### config.mk
export PLATFORM = sky130hd
export DESIGN_NAME = i2c_write_arbiter
export DESIGN_NICKNAME = d
export VERILOG_FILES = /design/src/rtl/i2c_write_arbiter.sv
export SDC_FILE = /design/constraint.sdc
export NUM_CORES = 1
export LEC_CHECK = 0
export ABC_AREA = 1
export BUFFER_PORTS_ARGS = -buffer_cell sky130_fd_sc_hd__buf_2
export CAP_MARGIN = 40
export CORE_ASPECT_RATIO = 0.5
export CORE_MARGIN = 2
export CORE_UTILIZATION = 50
export DETAILED_ROUTE_END_ITERATION = 16
export PLACE_DENSITY = 0.82
export SLEW_MARGIN = 20
export SYNTH_ARGS = -nofsm -noshare
export SYNTH_HDL_FRONTEND = slang
export SYNTH_SLANG_ARGS = --single-unit
### constraint.sdc
create_clock -name clk -period 2.6 [get_ports clk]
set_input_delay 0.26 -clock clk [delete_from_list [all_inputs] [get_ports clk]]
set_output_delay 0.26 -clock clk [all_outputs]
set_load 0.02 [all_outputs]
### src/rtl/i2c_write_arbiter.sv
// Round-robin arbiter sharing one I2C byte-write engine between NUM_REQ requesters.
// Optional NACK re-issue is built when the I2C_RETRY_EN macro is defined.
module i2c_write_arbiter #(
    parameter int NUM_REQ   = 4,
    parameter int MAX_RETRY = 2
) (
    input  logic                 clk,
    input  logic                 reset,
    input  logic [NUM_REQ-1:0]   req_valid,
    input  logic [7*NUM_REQ-1:0] req_addr,
    input  logic [8*NUM_REQ-1:0] req_data,
    output logic [NUM_REQ-1:0]   req_ready,
    output logic [NUM_REQ-1:0]   rsp_done,
    output logic [NUM_REQ-1:0]   rsp_nack,
    output logic [2:0]           grant_id,
    output logic                 active,
    output logic                 eng_start,
    output logic [6:0]           eng_addr,
    output logic [7:0]           eng_data,
    input  logic                 eng_busy,
    input  logic                 eng_done,
    input  logic                 eng_nack
);

    localparam int IW = (NUM_REQ > 1) ? $clog2(NUM_REQ) : 1;

    if (NUM_REQ < 2 || NUM_REQ > 8 || MAX_RETRY < 0) begin : g_bad_param
        $error("i2c_write_arbiter: NUM_REQ must be 2..8 and MAX_RETRY non-negative");
    end

    typedef enum logic [1:0] {
        ST_IDLE  = 2'd0,
        ST_ISSUE = 2'd1,
        ST_WAIT  = 2'd2,
        ST_DONE  = 2'd3
    } state_t;

    state_t          state_r;
    logic [IW-1:0]   last_grant_r;
    logic [IW-1:0]   gnt_r;
    logic [IW-1:0]   pick_s;
    logic            any_s;
    logic [6:0]      addr_arr_s [NUM_REQ];
    logic [7:0]      data_arr_s [NUM_REQ];

`ifdef I2C_RETRY_EN
    localparam int RW = ($clog2(MAX_RETRY + 1) > 0) ? $clog2(MAX_RETRY + 1) : 1;
    localparam logic [RW-1:0] RETRY_LIM = RW'(MAX_RETRY);
    logic [RW-1:0]   retry_cnt_r;
`endif

    for (genvar i = 0; i < NUM_REQ; i++) begin : g_slice
        assign addr_arr_s[i] = req_addr[7*i +: 7];
        assign data_arr_s[i] = req_data[8*i +: 8];
    end

    // Round-robin search starting just after the last granted requester.
    always_comb begin
        logic [IW-1:0] idx_s;
        any_s  = 1'b0;
        pick_s = '0;
        idx_s  = '0;
        for (int k = 1; k <= NUM_REQ; k++) begin
            idx_s = IW'((int'(last_grant_r) + k) % NUM_REQ);
            if (!any_s && req_valid[idx_s]) begin
                any_s  = 1'b1;
                pick_s = idx_s;
            end else begin
                any_s  = any_s;
            end
        end
    end

    // Transaction sequencer; every output is a register updated here.
    always_ff @(posedge clk) begin
        if (!reset) begin
            state_r      <= ST_IDLE;
            last_grant_r <= IW'(NUM_REQ - 1);
            gnt_r        <= '0;
            req_ready    <= '0;
            rsp_done     <= '0;
            rsp_nack     <= '0;
            grant_id     <= 3'd0;
            active       <= 1'b0;
            eng_start    <= 1'b0;
            eng_addr     <= 7'd0;
            eng_data     <= 8'd0;
`ifdef I2C_RETRY_EN
            retry_cnt_r  <= '0;
`endif
        end else begin
            req_ready <= '0;
            rsp_done  <= '0;
            rsp_nack  <= '0;
            eng_start <= 1'b0;
            case (state_r)
                ST_IDLE: begin
                    if (any_s) begin
                        req_ready[pick_s] <= 1'b1;
                        gnt_r             <= pick_s;
                        grant_id          <= 3'(pick_s);
                        active            <= 1'b1;
                        eng_addr          <= addr_arr_s[pick_s];
                        eng_data          <= data_arr_s[pick_s];
                        state_r           <= ST_ISSUE;
                    end else begin
                        state_r <= ST_IDLE;
                    end
                end
                ST_ISSUE: begin
                    if (!eng_busy) begin
                        eng_start <= 1'b1;
                        state_r   <= ST_WAIT;
                    end else begin
                        state_r <= ST_ISSUE;
                    end
                end
                ST_WAIT: begin
                    if (eng_done) begin
`ifdef I2C_RETRY_EN
                        // A NACK with attempts left re-issues the same byte silently.
                        if (eng_nack && (retry_cnt_r < RETRY_LIM)) begin
                            retry_cnt_r <= retry_cnt_r + RW'(1);
                            state_r     <= ST_ISSUE;
                        end else begin
                            rsp_done[gnt_r] <= 1'b1;
                            rsp_nack[gnt_r] <= eng_nack;
                            state_r         <= ST_DONE;
                        end
`else
                        rsp_done[gnt_r] <= 1'b1;
                        rsp_nack[gnt_r] <= eng_nack;
                        state_r         <= ST_DONE;
`endif
                    end else begin
                        state_r <= ST_WAIT;
                    end
                end
                ST_DONE: begin
                    last_grant_r <= gnt_r;
                    active       <= 1'b0;
                    state_r      <= ST_IDLE;
`ifdef I2C_RETRY_EN
                    retry_cnt_r  <= '0;
`endif
                end
                default: begin
                    active  <= 1'b0;
                    state_r <= ST_IDLE;
                end
            endcase
        end
    end

endmodule
==> impl_results.html, run 1 <==
<table>
<tr><th>Metric</th><th>Value</th></tr>
<tr><th colspan="2">Setup path</th></tr>
<tr><td>Arrival time of the worst setup path</td><td>2.52 ns</td></tr>
<tr><td>CP Class</td><td>reg2reg</td></tr>
<tr><td>Critical path peak fanout</td><td>36</td></tr>
<tr><td>Kind of start point of the critical path</td><td>flop</td></tr>
<tr><td>Minimum setup slack among reg-to-reg paths</td><td>0.28 ns</td></tr>
<tr><td>Worst endpoint required time</td><td>approximately 2.8 ns</td></tr>
<tr><td>Element type at the critical path end</td><td>flop</td></tr>
<tr><th colspan="2">CTS</th></tr>
<tr><td>Clock edge transition at the registers on the reported setup and hold paths</td><td>0.08 ns</td></tr>
<tr><td>Sink count of the clock tree</td><td>35</td></tr>
<tr><td>Clock tree from TritonCTS</td><td>built</td></tr>
<tr><td>Clock tree buffer depth</td><td>2</td></tr>
<tr><td>Clock latency reported for the late side of the worst-skew pair</td><td>0.29 ns</td></tr>
<tr><td>CTS root buffer</td><td>clkbuf_8</td></tr>
<tr><td>Inserted Clock Buffers</td><td>5</td></tr>
<tr><td>Clock H-tree levels</td><td>2</td></tr>
<tr><td>Total of hold buffers inserted after clock tree synthesis</td><td>0</td></tr>
<tr><th colspan="2">Synthesis</th></tr>
<tr><td>Sequential-to-total area share from yosys stat</td><td>32.7%</td></tr>
<tr><td>Synth Register Bits</td><td>35</td></tr>
<tr><td>Yosys warning count</td><td>0</td></tr>
<tr><td>Post-synthesis area per instance</td><td>a little over 6 sq um</td></tr>
<tr><td>Cells after synthesis</td><td>352</td></tr>
<tr><td>Yosys top cell by area</td><td>dfxtp_1</td></tr>
<tr><td>Synth Cell Area</td><td>2140 sq um</td></tr>
<tr><td>Cells taking the most area after synthesis</td><td>dfxtp_1, nand2_1, nand4_1, nor2_1, nand3_1</td></tr>
<tr><td>Area share of the largest cell type after synthesis</td><td>about a third</td></tr>
<tr><td>Mapped Nets</td><td>~420</td></tr>
<tr><td>Post-synthesis cell type count</td><td>25</td></tr>
<tr><th colspan="2">Cells and area</th></tr>
<tr><td>Count of inserted antenna diode cells</td><td>0</td></tr>
<tr><td>Leading cell type in the layout, fill and taps excluded</td><td>nand2_1</td></tr>
<tr><td>Total number of nets in the final design</td><td>509</td></tr>
<tr><td>Share of cells above drive strength 1</td><td>28.3%</td></tr>
<tr><td>Top library cells by usage in the layout, fill and taps aside</td><td>nand2_1, buf_2, nor2_1, dfxtp_1, nand4_1</td></tr>
<tr><td>Area of all placed cells without fillers</td><td>2730 sq um</td></tr>
<tr><td>Area delta synth-&gt;final</td><td>27.1%</td></tr>
<tr><th colspan="2">Floorplan</th></tr>
<tr><td>Width of the die</td><td>a little under 100 microns</td></tr>
<tr><td>Starting density of the core</td><td>53.6%</td></tr>
<tr><td>Area of the die</td><td>4860 sq um</td></tr>
<tr><td>Number of placement rows</td><td>16</td></tr>
<tr><td>Core ar.</td><td>4000 sq um</td></tr>
<tr><td>Vertical die dimension</td><td>50.3 microns</td></tr>
<tr><td>Number of top-level pins</td><td>101</td></tr>
<tr><th colspan="2">STA</th></tr>
<tr><td>Period utilization</td><td>approximately 89%</td></tr>
<tr><td>Setup-violating endpoint count in the final report</td><td>0</td></tr>
<tr><td>Slew of the pin with the lowest slew margin</td><td>roughly 0.58 ns</td></tr>
<tr><td>RSZ-0062 raised after global routing</td><td>no</td></tr>
<tr><td>Final min period</td><td>2.32 ns</td></tr>
<tr><td>Setup_tns</td><td>0 ns</td></tr>
<tr><td>Number of failing hold endpoints at the final stage</td><td>0</td></tr>
<tr><td>Top achievable clock speed</td><td>432 MHz</td></tr>
<tr><td>Worst clock skew</td><td>0.00409 ns</td></tr>
<tr><td>Slew Viols, Final</td><td>0</td></tr>
<tr><td>Worst slew margin</td><td>61.3%</td></tr>
<tr><th colspan="2">Detailed routing</th></tr>
<tr><td>Drt first-iter violations</td><td>189</td></tr>
<tr><td>Post-route DRC violation count</td><td>0</td></tr>
<tr><td>Total routed wirelength</td><td>about 6.4 mm</td></tr>
<tr><td>Via density</td><td>between 5 and 6</td></tr>
<tr><td>DR vias</td><td>between 2000 and 3000</td></tr>
<tr><td>DRT antenna net count</td><td>0</td></tr>
<tr><td>Wire length per cell</td><td>13.0 microns</td></tr>
<tr><td>First-pass DRT Iterations</td><td>5</td></tr>
<tr><th colspan="2">Power</th></tr>
<tr><td>Clock power frac</td><td>26.3%</td></tr>
<tr><td>Int Pwr</td><td>0.00116 W</td></tr>
<tr><td>Leakage power total</td><td>1.61 nW</td></tr>
<tr><td>Net switching power of the design</td><td>0.000791 W</td></tr>
<tr><td>Switching part of the total power</td><td>slightly above 40%</td></tr>
<tr><td>Worst voltage drop across the vdd grid</td><td>0.000389 V</td></tr>
<tr><td>Power share of the sequential group</td><td>between 30% and 40%</td></tr>
<tr><td>Combinational share of power</td><td>39.6%</td></tr>
<tr><td>Power density of the placed cells</td><td>715 nW/um^2</td></tr>
<tr><th colspan="2">Global routing</th></tr>
<tr><td>Remaining Overflow, GRT</td><td>0</td></tr>
<tr><td>Wire length of the first global-routing pass</td><td>10.2 mm</td></tr>
<tr><td>GRT Total Usage</td><td>around a quarter</td></tr>
<tr><td>Number of antenna violations at the first check in global routing</td><td>0</td></tr>
<tr><td>Pin count of the biggest net entering global routing</td><td>37</td></tr>
<tr><td>Vias in the first global route</td><td>2277</td></tr>
<tr><th colspan="2">Hold path</th></tr>
<tr><td>Class of the tightest hold or removal check</td><td>in2reg</td></tr>
<tr><th colspan="2">Place</th></tr>
<tr><td>Number of input and output port buffers inserted</td><td>99</td></tr>
<tr><td>Post-place instance area</td><td>2600 sq um</td></tr>
<tr><td>Routability congestion estimate</td><td>0.878</td></tr>
<tr><td>HPWL Detailed</td><td>between 4 and 5 mm</td></tr>
<tr><th colspan="2">Status</th></tr>
<tr><td>Result of the run</td><td>complete, no violations</td></tr>
<tr><th colspan="2">Flow run</th></tr>
<tr><td>MaxCap Viol Count</td><td>0</td></tr>
</table>
==> critical path, stage by stage, from the launching register on <==
cell	delay [ns]
dfxtp_1	0.55
nand2_1	0.12
nand2_1	0.14
nand2_1	0.08
nand2_2	0.11
inv_2	0.06
nand3_2	0.13
nand3_1	0.12
inv_2	0.45
nand2_1	0.22
nor3_1	0.24
==> final timing paths <==
path                                      start      endpoint  cells after the start
worst max register to register  last_grant_r[0]  req_ready[1]                     10
worst min-delay path                   eng_busy     eng_start                      4
worst min register to register           active        active                      2
worst max-delay path            last_grant_r[0]  req_ready[1]                     10
==> metal layers <==
| layer | vias to the layer above | wire length (microns) | track usage [%] |
|---|---|---|---|
| met5 | - | 0 | 0 |
| met3 | 20 | 496 | 6.13 |
| met1 | 1185 | 2760 | 34.3 |
| li1 | 1307 | - | - |
| met2 | 112 | 3010 | 42.0 |
| met4 | 0 | 154 | 9.86 |
==> power by group through the flow <==
stage	clock (W)	sequential (W)	combinational, W
detailed placement	0	0.000676	0.000762
global placement	0	0.000673	0.000744
finish	0.000513	0.000665	0.000771
global route	0.000544	0.000674	0.000869
CTS	0.000517	0.000664	0.000767
floorplan	0	0.000752	0.000492
==> per-stage QoR <==
stage | total power (W) | hold WS (ns) | std cells | setup WS [ns] | util [%]
finish | 0.00195 | 0.230 | 495 | 0.283 | 68.1
global route | 0.00209 | 0.251 | 495 | 0.0509 | 68.1
CTS | 0.00195 | 0.226 | 495 | 0.188 | 67.9
detailed placement | 0.00144 | 0.488 | 487 | 0.250 | 65.0
global placement | 0.00142 | 0.471 | 487 | 0.375 | 65.0
floorplan | 0.00124 | 0.421 | 352 | 0.913 | -
==> repair_timing <==
action	4_1_cts	5_1_grt
setup buffers	0	0
endpoints found under the hold margin	0	0
gates resized for setup	0	1
setup endpoints to repair	0	15
==> final cells by class <==
cell class / count / area [sq um]
fill: 367 / 1280
sequential: 35 / 701
clock buffer: 5 / 68.8
clock inverter: 3 / 46.3
inverter: 30 / 115
tap: 54 / 67.6
timing repair buffer: 102 / 518
multi-input combinational: 266 / 1210
==> Yosys cell counts, drive strengths merged <==
library cell and n:
nand2 150, buf 17, nor4 4, inv 29
nand3 25, o211ai 2, clkbuf 4, nor2 36
o21ai 5, conb 1, dfxtp 35, nand4 30
a21oi 4, nor3 8, a31oi 1, clkinv 1
==> state kept, by name (all words and copies together) (netlist names), named ones only <==
signal        flops
eng_data          8
last_grant_r      2
eng_start         1
rsp_done          4
rsp_nack          4
req_ready         4
eng_addr          7
grant_id          2
state_r           1
active            1
==> kinds of logic after synthesis <==
kind of cell,synth area share (%)
AOI/OAI and AO/OA,4.14
and+or+nand+nor,51.7
other,0.175
buffers and inverters,11.3
DFF,32.7
(Power assumes the default switching activity.)
==> inputs of run 2 (changes only) <==
--- a/config.mk
+++ b/config.mk
@@ -8,11 +8,13 @@
 export ABC_AREA = 1
 export BUFFER_PORTS_ARGS = -buffer_cell sky130_fd_sc_hd__buf_2
 export CAP_MARGIN = 40
+export CELL_PAD_IN_SITES_DETAIL_PLACEMENT = 1
+export CELL_PAD_IN_SITES_GLOBAL_PLACEMENT = 2
 export CORE_ASPECT_RATIO = 0.5
 export CORE_MARGIN = 2
-export CORE_UTILIZATION = 50
+export CORE_UTILIZATION = 24
 export DETAILED_ROUTE_END_ITERATION = 16
-export PLACE_DENSITY = 0.82
+export PLACE_DENSITY = 0.81
 export SLEW_MARGIN = 20
 export SYNTH_ARGS = -nofsm -noshare
 export SYNTH_HDL_FRONTEND = slang
==> impl_results.html, run 2 (synthesized netlist as in run 1, its figures left out) <==
<table>
<tr><th>Metric</th><th>Value</th></tr>
<tr><th colspan="2">Place</th></tr>
<tr><td>Post-Place Setup Slack</td><td>between 0.2 and 0.25 ns</td></tr>
<tr><td>Number of input and output port buffers inserted</td><td>around 100</td></tr>
<tr><td>Routability congestion estimate</td><td>just under 0.8</td></tr>
<tr><td>HPWL Detailed</td><td>5.54 mm</td></tr>
<tr><td>Post-place instance area</td><td>approximately 2700 sq um</td></tr>
<tr><th colspan="2">Setup path</th></tr>
<tr><td>Arrival time of the worst setup path</td><td>roughly 2.5 ns</td></tr>
<tr><td>End of the worst register-to-register path</td><td>eng_data[3]</td></tr>
<tr><td>Origin of the critical flop-to-flop path</td><td>last_grant_r[0]</td></tr>
<tr><td>Worst endpoint required time</td><td>between 2 and 3 ns</td></tr>
<tr><td>Critical path peak fanout</td><td>34</td></tr>
<tr><td>Register-to-Register Path Depth</td><td>14</td></tr>
<tr><td>Kind of start point of the critical path</td><td>flop</td></tr>
<tr><td>Element type at the critical path end</td><td>flop</td></tr>
<tr><td>CP Class</td><td>reg2reg</td></tr>
<tr><td>Minimum setup slack among reg-to-reg paths</td><td>0.36 ns</td></tr>
<tr><th colspan="2">Global routing</th></tr>
<tr><td>Wire length of the first global-routing pass</td><td>12.0 mm</td></tr>
<tr><td>Fraction of met3 tracks used by global routing</td><td>2.87%</td></tr>
<tr><td>Remaining Overflow, GRT</td><td>0</td></tr>
<tr><td>Number of antenna violations at the first check in global routing</td><td>0</td></tr>
<tr><td>Pin count of the biggest net entering global routing</td><td>36</td></tr>
<tr><td>Highest-utilization routing layer at the global route stage</td><td>met2</td></tr>
<tr><td>GRT Total Usage</td><td>roughly 15%</td></tr>
<tr><td>GR Util met1</td><td>21.1%</td></tr>
<tr><td>GR Layer Usage met2</td><td>26.1%</td></tr>
<tr><td>Vias in the first global route</td><td>around 2500</td></tr>
<tr><th colspan="2">Floorplan</th></tr>
<tr><td>Width of the die</td><td>138 microns</td></tr>
<tr><td>Starting density of the core</td><td>between 20% and 30%</td></tr>
<tr><td>Number of top-level pins</td><td>around 100</td></tr>
<tr><td>Vertical die dimension</td><td>between 70 and 80 microns</td></tr>
<tr><td>Core ar.</td><td>about 8700 sq um</td></tr>
<tr><td>Area of the die</td><td>9750 sq um</td></tr>
<tr><td>Number of placement rows</td><td>24</td></tr>
<tr><th colspan="2">Detailed routing</th></tr>
<tr><td>DRT antenna net count</td><td>0</td></tr>
<tr><td>Wire length per cell</td><td>13.2 microns</td></tr>
<tr><td>DR vias</td><td>2521</td></tr>
<tr><td>First-pass DRT Iterations</td><td>6</td></tr>
<tr><td>Via density</td><td>4.50</td></tr>
<tr><td>Drt first-iter violations</td><td>104</td></tr>
<tr><td>Total routed wirelength</td><td>7.41 mm</td></tr>
<tr><td>Post-route DRC violation count</td><td>0</td></tr>
<tr><th colspan="2">Power</th></tr>
<tr><td>Final Power</td><td>0.00215 W</td></tr>
<tr><td>Leakage power total</td><td>1.65 nW</td></tr>
<tr><td>Worst voltage drop across the vdd grid</td><td>0.000290 V</td></tr>
<tr><td>Power density of the placed cells</td><td>747 nW/um^2</td></tr>
<tr><th colspan="2">CTS</th></tr>
<tr><td>Inserted Clock Buffers</td><td>5</td></tr>
<tr><td>Clock tree from TritonCTS</td><td>built</td></tr>
<tr><td>Clock tree buffer depth</td><td>2</td></tr>
<tr><td>Clock edge transition at the registers on the reported setup and hold paths</td><td>0.06 ns</td></tr>
<tr><td>CTS root buffer</td><td>clkbuf_16</td></tr>
<tr><td>Sink count of the clock tree</td><td>35</td></tr>
<tr><td>Clock H-tree levels</td><td>2</td></tr>
<tr><td>Post-CTS Setup Repair Bufs</td><td>0</td></tr>
<tr><td>Total of hold buffers inserted after clock tree synthesis</td><td>0</td></tr>
<tr><td>Clock latency reported for the late side of the worst-skew pair</td><td>0.28 ns</td></tr>
<tr><th colspan="2">Status</th></tr>
<tr><td>Result of the run</td><td>complete, no violations</td></tr>
<tr><th colspan="2">Cells and area</th></tr>
<tr><td>Area of all placed cells without fillers</td><td>between 2000 and 3000 sq um</td></tr>
<tr><td>Total number of nets in the final design</td><td>a little over 500</td></tr>
<tr><td>Registers with the most flip-flops</td><td>eng_data: 8 flops, eng_addr: 7 flops</td></tr>
<tr><td>Count of inserted antenna diode cells</td><td>0</td></tr>
<tr><td>Leading cell type in the layout, fill and taps excluded</td><td>nand2_1</td></tr>
<tr><td>Share of cells above drive strength 1</td><td>about 29%</td></tr>
<tr><td>Top library cells by usage in the layout, fill and taps aside</td><td>nand2_1, buf_2, nor2_1, dfxtp_1, nand4_1</td></tr>
<tr><td>Reg with most FFs</td><td>eng_data</td></tr>
<tr><td>Area delta synth-&gt;final</td><td>34.2%</td></tr>
<tr><td>Max FFs per register</td><td>8</td></tr>
<tr><th colspan="2">Hold path</th></tr>
<tr><td>Startpoint of the worst hold path</td><td>reset</td></tr>
<tr><td>Class of the tightest hold or removal check</td><td>in2reg</td></tr>
<tr><td>Number of cells traversed by the worst hold path</td><td>2</td></tr>
<tr><td>Worst min-delay path endpoint</td><td>last_grant_r[1]</td></tr>
<tr><th colspan="2">STA</th></tr>
<tr><td>RSZ-0062 raised after global routing</td><td>no</td></tr>
<tr><td>Worst clock skew</td><td>between 0.004 and 0.005 ns</td></tr>
<tr><td>Slew of the pin with the lowest slew margin</td><td>roughly 0.61 ns</td></tr>
<tr><td>Setup_tns</td><td>0 ns</td></tr>
<tr><td>Final worst-path setup slack</td><td>0.358 ns</td></tr>
<tr><td>Worst slew margin</td><td>59.4%</td></tr>
<tr><td>Period utilization</td><td>~86%</td></tr>
<tr><td>Top achievable clock speed</td><td>446 MHz</td></tr>
<tr><td>Final min period</td><td>about 2.2 ns</td></tr>
<tr><td>Slew Viols, Final</td><td>0</td></tr>
<tr><td>Setup-violating endpoint count in the final report</td><td>0</td></tr>
<tr><td>Number of failing hold endpoints at the final stage</td><td>0</td></tr>
<tr><th colspan="2">Flow run</th></tr>
<tr><td>MaxCap Viol Count</td><td>0</td></tr>
</table>
run 2: cell count changes in the layout (fill, tap and decap cells not counted):
| cell | delta |
|---|---|
| buf_12 | +1 |
| buf_4 | +1 |
| clkbuf_16 | +5 |
| clkbuf_8 | -5 |
| clkinv_2 | +1 |
| clkinv_4 | +1 |
| clkinvlp_4 | -1 |
| dfxtp_1 | -1 |
| dfxtp_2 | +1 |
| inv_6 | -1 |
| nand3_2 | +1 |
| nand3_4 | -1 |
run 2: layer usage:
metal / vias up / wire length, microns
li1: 1314 / -
met1: 1160 / 3640
met2: 43 / 3420
met3: 4 / 314
met4: 0 / 36
met5: - / 0
run 2: worst max path at each step:
| stage | from | end |
|---|---|---|
| final | last_grant_r[0] | eng_data[3] |
| after global routing | last_grant_r[0] | eng_data[3] |
| after CTS | last_grant_r[0] | eng_data[3] |
| after detailed placement | last_grant_r[0] | eng_data[3] |
| after global placement | last_grant_r[0] | eng_addr[6] |
| after floorplan | last_grant_r[0] | eng_addr[6] |
run 2: worst max-delay path, cell delays in order, from the launching register on:
cell	delay [ns]
dfxtp_2	0.45
inv_4	0.08
nand2_1	0.08
nand2_1	0.09
o21ai_0	0.32
nand3_2	0.12
buf_4	0.26
nand3_2	0.14
buf_12	0.19
nand2_1	0.07
nand2_1	0.08
nand2_1	0.06
nand3_1	0.11
nand2_1	0.07
inv_1	0.05
run 2: what timing repair did:
item,CTS,global route
endpoints found under the setup margin,0,7
hold endpoints to repair,0,0
resized for setup,0,1
run 2: power by group:
group	internal [W]	leakage (nW)	switching (W)
clock network	0.000452	0.0838	0.000232
logic	0.000272	1.28	0.000527
registers	0.000614	0.287	0.0000531
total	0.00134	1.65	0.000812
run 2: cell type report:
class,count,area [sq um]
clock buffers,5,125
clock inverters,3,43.8
fillers,1148,5800
inverters,30,115
multi-input cells,266,1200
flip-flops and latches,35,702
well taps,117,146
repair buffers,104,546
run 2: stage by stage:
step	cells	hold WS (ns)	utilization (%)
CTS	560	0.258	33.2
detailed placement	552	0.487	31.2
global route	560	0.267	33.2
finish	560	0.262	33.2
global placement	552	0.475	31.2
floorplan	352	0.421	-
==> inputs of run 3 (changes only) <==
--- a/config.mk
+++ b/config.mk
@@ -15,6 +15,7 @@
 export CORE_UTILIZATION = 24
 export DETAILED_ROUTE_END_ITERATION = 16
 export PLACE_DENSITY = 0.81
+export REMOVE_ABC_BUFFERS = 1
 export SLEW_MARGIN = 20
 export SYNTH_ARGS = -nofsm -noshare
 export SYNTH_HDL_FRONTEND = slang
==> impl_results.html, run 3 (synthesized netlist as in run 1, its figures left out) <==
<table>
<tr><th>Metric</th><th>Value</th></tr>
<tr><th colspan="2">Status</th></tr>
<tr><td>Result of the run</td><td>complete, no violations</td></tr>
<tr><th colspan="2">CTS</th></tr>
<tr><td>CTS root buffer</td><td>clkbuf_16</td></tr>
<tr><td>Clock H-tree levels</td><td>2</td></tr>
<tr><td>Clock tree from TritonCTS</td><td>built</td></tr>
<tr><td>Post-CTS Setup Repair Bufs</td><td>0</td></tr>
<tr><td>Total of hold buffers inserted after clock tree synthesis</td><td>0</td></tr>
<tr><td>Sink count of the clock tree</td><td>35</td></tr>
<tr><td>Clock edge transition at the registers on the reported setup and hold paths</td><td>around 0.060 ns</td></tr>
<tr><td>Clock tree buffer depth</td><td>2</td></tr>
<tr><td>Inserted Clock Buffers</td><td>5</td></tr>
<tr><td>Post-CTS Resized</td><td>0</td></tr>
<tr><td>Clock latency reported for the late side of the worst-skew pair</td><td>approximately 0.28 ns</td></tr>
<tr><th colspan="2">Cells and area</th></tr>
<tr><td>Share of cells above drive strength 1</td><td>between 20% and 30%</td></tr>
<tr><td>Registers with the most flip-flops</td><td>eng_data: 8 flops, eng_addr: 7 flops</td></tr>
<tr><td>Total number of nets in the final design</td><td>513</td></tr>
<tr><td>Count of inserted antenna diode cells</td><td>0</td></tr>
<tr><td>Reg with most FFs</td><td>eng_data</td></tr>
<tr><td>Max FFs per register</td><td>8</td></tr>
<tr><td>Core utilization of the finished layout</td><td>33.4%</td></tr>
<tr><td>Top library cells by usage in the layout, fill and taps aside</td><td>nand2_1, buf_2, nor2_1, dfxtp_1, nand4_1</td></tr>
<tr><td>Leading cell type in the layout, fill and taps excluded</td><td>nand2_1</td></tr>
<tr><td>Area delta synth-&gt;final</td><td>35.2%</td></tr>
<tr><th colspan="2">Place</th></tr>
<tr><td>Routability congestion estimate</td><td>0.768</td></tr>
<tr><td>Post-Place Setup Slack</td><td>roughly 0.37 ns</td></tr>
<tr><td>Number of input and output port buffers inserted</td><td>99</td></tr>
<tr><td>HPWL Detailed</td><td>5.37 mm</td></tr>
<tr><th colspan="2">Power</th></tr>
<tr><td>Switching part of the total power</td><td>36.2%</td></tr>
<tr><td>Leakage power total</td><td>around 1.7 nW</td></tr>
<tr><td>Clock power frac</td><td>35.0%</td></tr>
<tr><td>Power share of the sequential group</td><td>29.7%</td></tr>
<tr><td>Int Pwr</td><td>0.00143 W</td></tr>
<tr><td>Final Power</td><td>between 0.002 and 0.0025 W</td></tr>
<tr><td>Worst voltage drop across the vdd grid</td><td>about 0.00026 V</td></tr>
<tr><td>Combinational share of power</td><td>35.3%</td></tr>
<tr><td>Power density of the placed cells</td><td>773 nW/um^2</td></tr>
<tr><td>Net switching power of the design</td><td>0.000811 W</td></tr>
<tr><th colspan="2">Setup path</th></tr>
<tr><td>Most frequent cell on the critical path</td><td>nand2_1</td></tr>
<tr><td>Critical path peak fanout</td><td>36</td></tr>
<tr><td>Arrival time of the worst setup path</td><td>2.42 ns</td></tr>
<tr><td>Max incr delay on CP</td><td>0.56 ns</td></tr>
<tr><td>Kind of start point of the critical path</td><td>flop</td></tr>
<tr><td>Worst endpoint required time</td><td>2.80 ns</td></tr>
<tr><td>Buffers &amp; Inverters on Critical Path</td><td>1</td></tr>
<tr><td>Slowest CP cell</td><td>dfxtp_1</td></tr>
<tr><td>CP Class</td><td>reg2reg</td></tr>
<tr><td>Cell breakdown of the critical path</td><td>nand2_1 -&gt; nand2_1 -&gt; nand2_1 -&gt; nand2_1 -&gt; nor2_4 -&gt; nand3_2 -&gt; nand3_1 -&gt; inv_2 -&gt; nand2_1 -&gt; nor3_1</td></tr>
<tr><td>Cell class contributing the biggest share of worst-path delay</td><td>simple AND/OR/NAND/NOR gates</td></tr>
<tr><td>Element type at the critical path end</td><td>flop</td></tr>
<tr><th colspan="2">STA</th></tr>
<tr><td>Top achievable clock speed</td><td>450 MHz</td></tr>
<tr><td>Period utilization</td><td>approximately 85%</td></tr>
<tr><td>Final worst-path setup slack</td><td>0.380 ns</td></tr>
<tr><td>Worst Hold Margin</td><td>0.259 ns</td></tr>
<tr><td>Setup_tns</td><td>0 ns</td></tr>
<tr><td>Number of failing hold endpoints at the final stage</td><td>0</td></tr>
<tr><td>Slew of the pin with the lowest slew margin</td><td>0.581 ns</td></tr>
<tr><td>Worst slew margin</td><td>roughly three fifths</td></tr>
<tr><td>Setup-violating endpoint count in the final report</td><td>0</td></tr>
<tr><td>Worst clock skew</td><td>0.00385 ns</td></tr>
<tr><td>RSZ-0062 raised after global routing</td><td>no</td></tr>
<tr><td>Slew Viols, Final</td><td>0</td></tr>
<tr><td>Final min period</td><td>around 2.2 ns</td></tr>
<tr><th colspan="2">Detailed routing</th></tr>
<tr><td>First-pass DRT Iterations</td><td>6</td></tr>
<tr><td>DRT antenna net count</td><td>0</td></tr>
<tr><td>DR vias</td><td>2557</td></tr>
<tr><td>Wire length per cell</td><td>12.7 microns</td></tr>
<tr><td>Drt first-iter violations</td><td>121</td></tr>
<tr><td>Post-route DRC violation count</td><td>0</td></tr>
<tr><td>Total routed wirelength</td><td>approximately 7.1 mm</td></tr>
<tr><td>Via density</td><td>4.55</td></tr>
<tr><th colspan="2">Floorplan</th></tr>
<tr><td>Starting density of the core</td><td>approximately a quarter</td></tr>
<tr><td>Width of the die</td><td>138 microns</td></tr>
<tr><td>Number of placement rows</td><td>24</td></tr>
<tr><td>Area of the die</td><td>just under 10000 sq um</td></tr>
<tr><td>Vertical die dimension</td><td>a little over 70 microns</td></tr>
<tr><td>Core ar.</td><td>8680 sq um</td></tr>
<tr><td>Number of top-level pins</td><td>101</td></tr>
<tr><th colspan="2">Global routing</th></tr>
<tr><td>Wire length of the first global-routing pass</td><td>roughly 12 mm</td></tr>
<tr><td>Vias in the first global route</td><td>2517</td></tr>
<tr><td>GRT Total Usage</td><td>15.3%</td></tr>
<tr><td>Number of antenna violations at the first check in global routing</td><td>0</td></tr>
<tr><td>Pin count of the biggest net entering global routing</td><td>37</td></tr>
<tr><td>Remaining Overflow, GRT</td><td>0</td></tr>
<tr><th colspan="2">Flow run</th></tr>
<tr><td>MaxCap Viol Count</td><td>0</td></tr>
<tr><th colspan="2">Hold path</th></tr>
<tr><td>Class of the tightest hold or removal check</td><td>in2reg</td></tr>
</table>
## run 3: area by class of cell
cell class | count | area, sq um
Timing Repair Buffer | 106 | 548
Clock buffer | 6 | 129
Multi-Input combinational cell | 266 | 1200
Inverter | 30 | 115
Tap cell | 117 | 146
Fill cell | 1168 | 5780
Clock inverter | 2 | 60.1
Sequential cell | 35 | 701
## run 3: layer usage
| metal | track usage [%] | routed length, microns |
|---|---|---|
| met1 | 19.0 | 3320 |
| met2 | 26.8 | 3470 |
| met3 | 3.87 | 301 |
| met4 | 3.09 | 57 |
| met5 | 0 | 0 |
## run 3: final timing paths
path / depth (start not counted) / start / slack [ns] / end
setup / recovery: 10 / last_grant_r[0] / 0.38 / req_ready[1]
hold reg to reg: 2 / active / 0.55 / active
hold / removal: 2 / reset / 0.26 / last_grant_r[0]
setup reg to reg: 10 / last_grant_r[0] / 0.38 / req_ready[1]
## run 3: power by group through the flow
| stage | registers (W) | logic, W | clock network (W) |
|---|---|---|---|
| after global placement | 0.000676 | 0.000794 | 0 |
| after detailed placement | 0.000678 | 0.000800 | 0 |
| after global routing | 0.000678 | 0.000897 | 0.000824 |
| after floorplan | 0.000753 | 0.000437 | 0 |
| final | 0.000666 | 0.000791 | 0.000785 |
| after CTS | 0.000667 | 0.000807 | 0.000802 |
## run 3: per-stage QoR
step	cells	instance area, sq um
floorplan	331	2020
global placement	554	2710
detailed placement	554	2710
CTS	562	2900
global route	562	2900
finish	562	2900
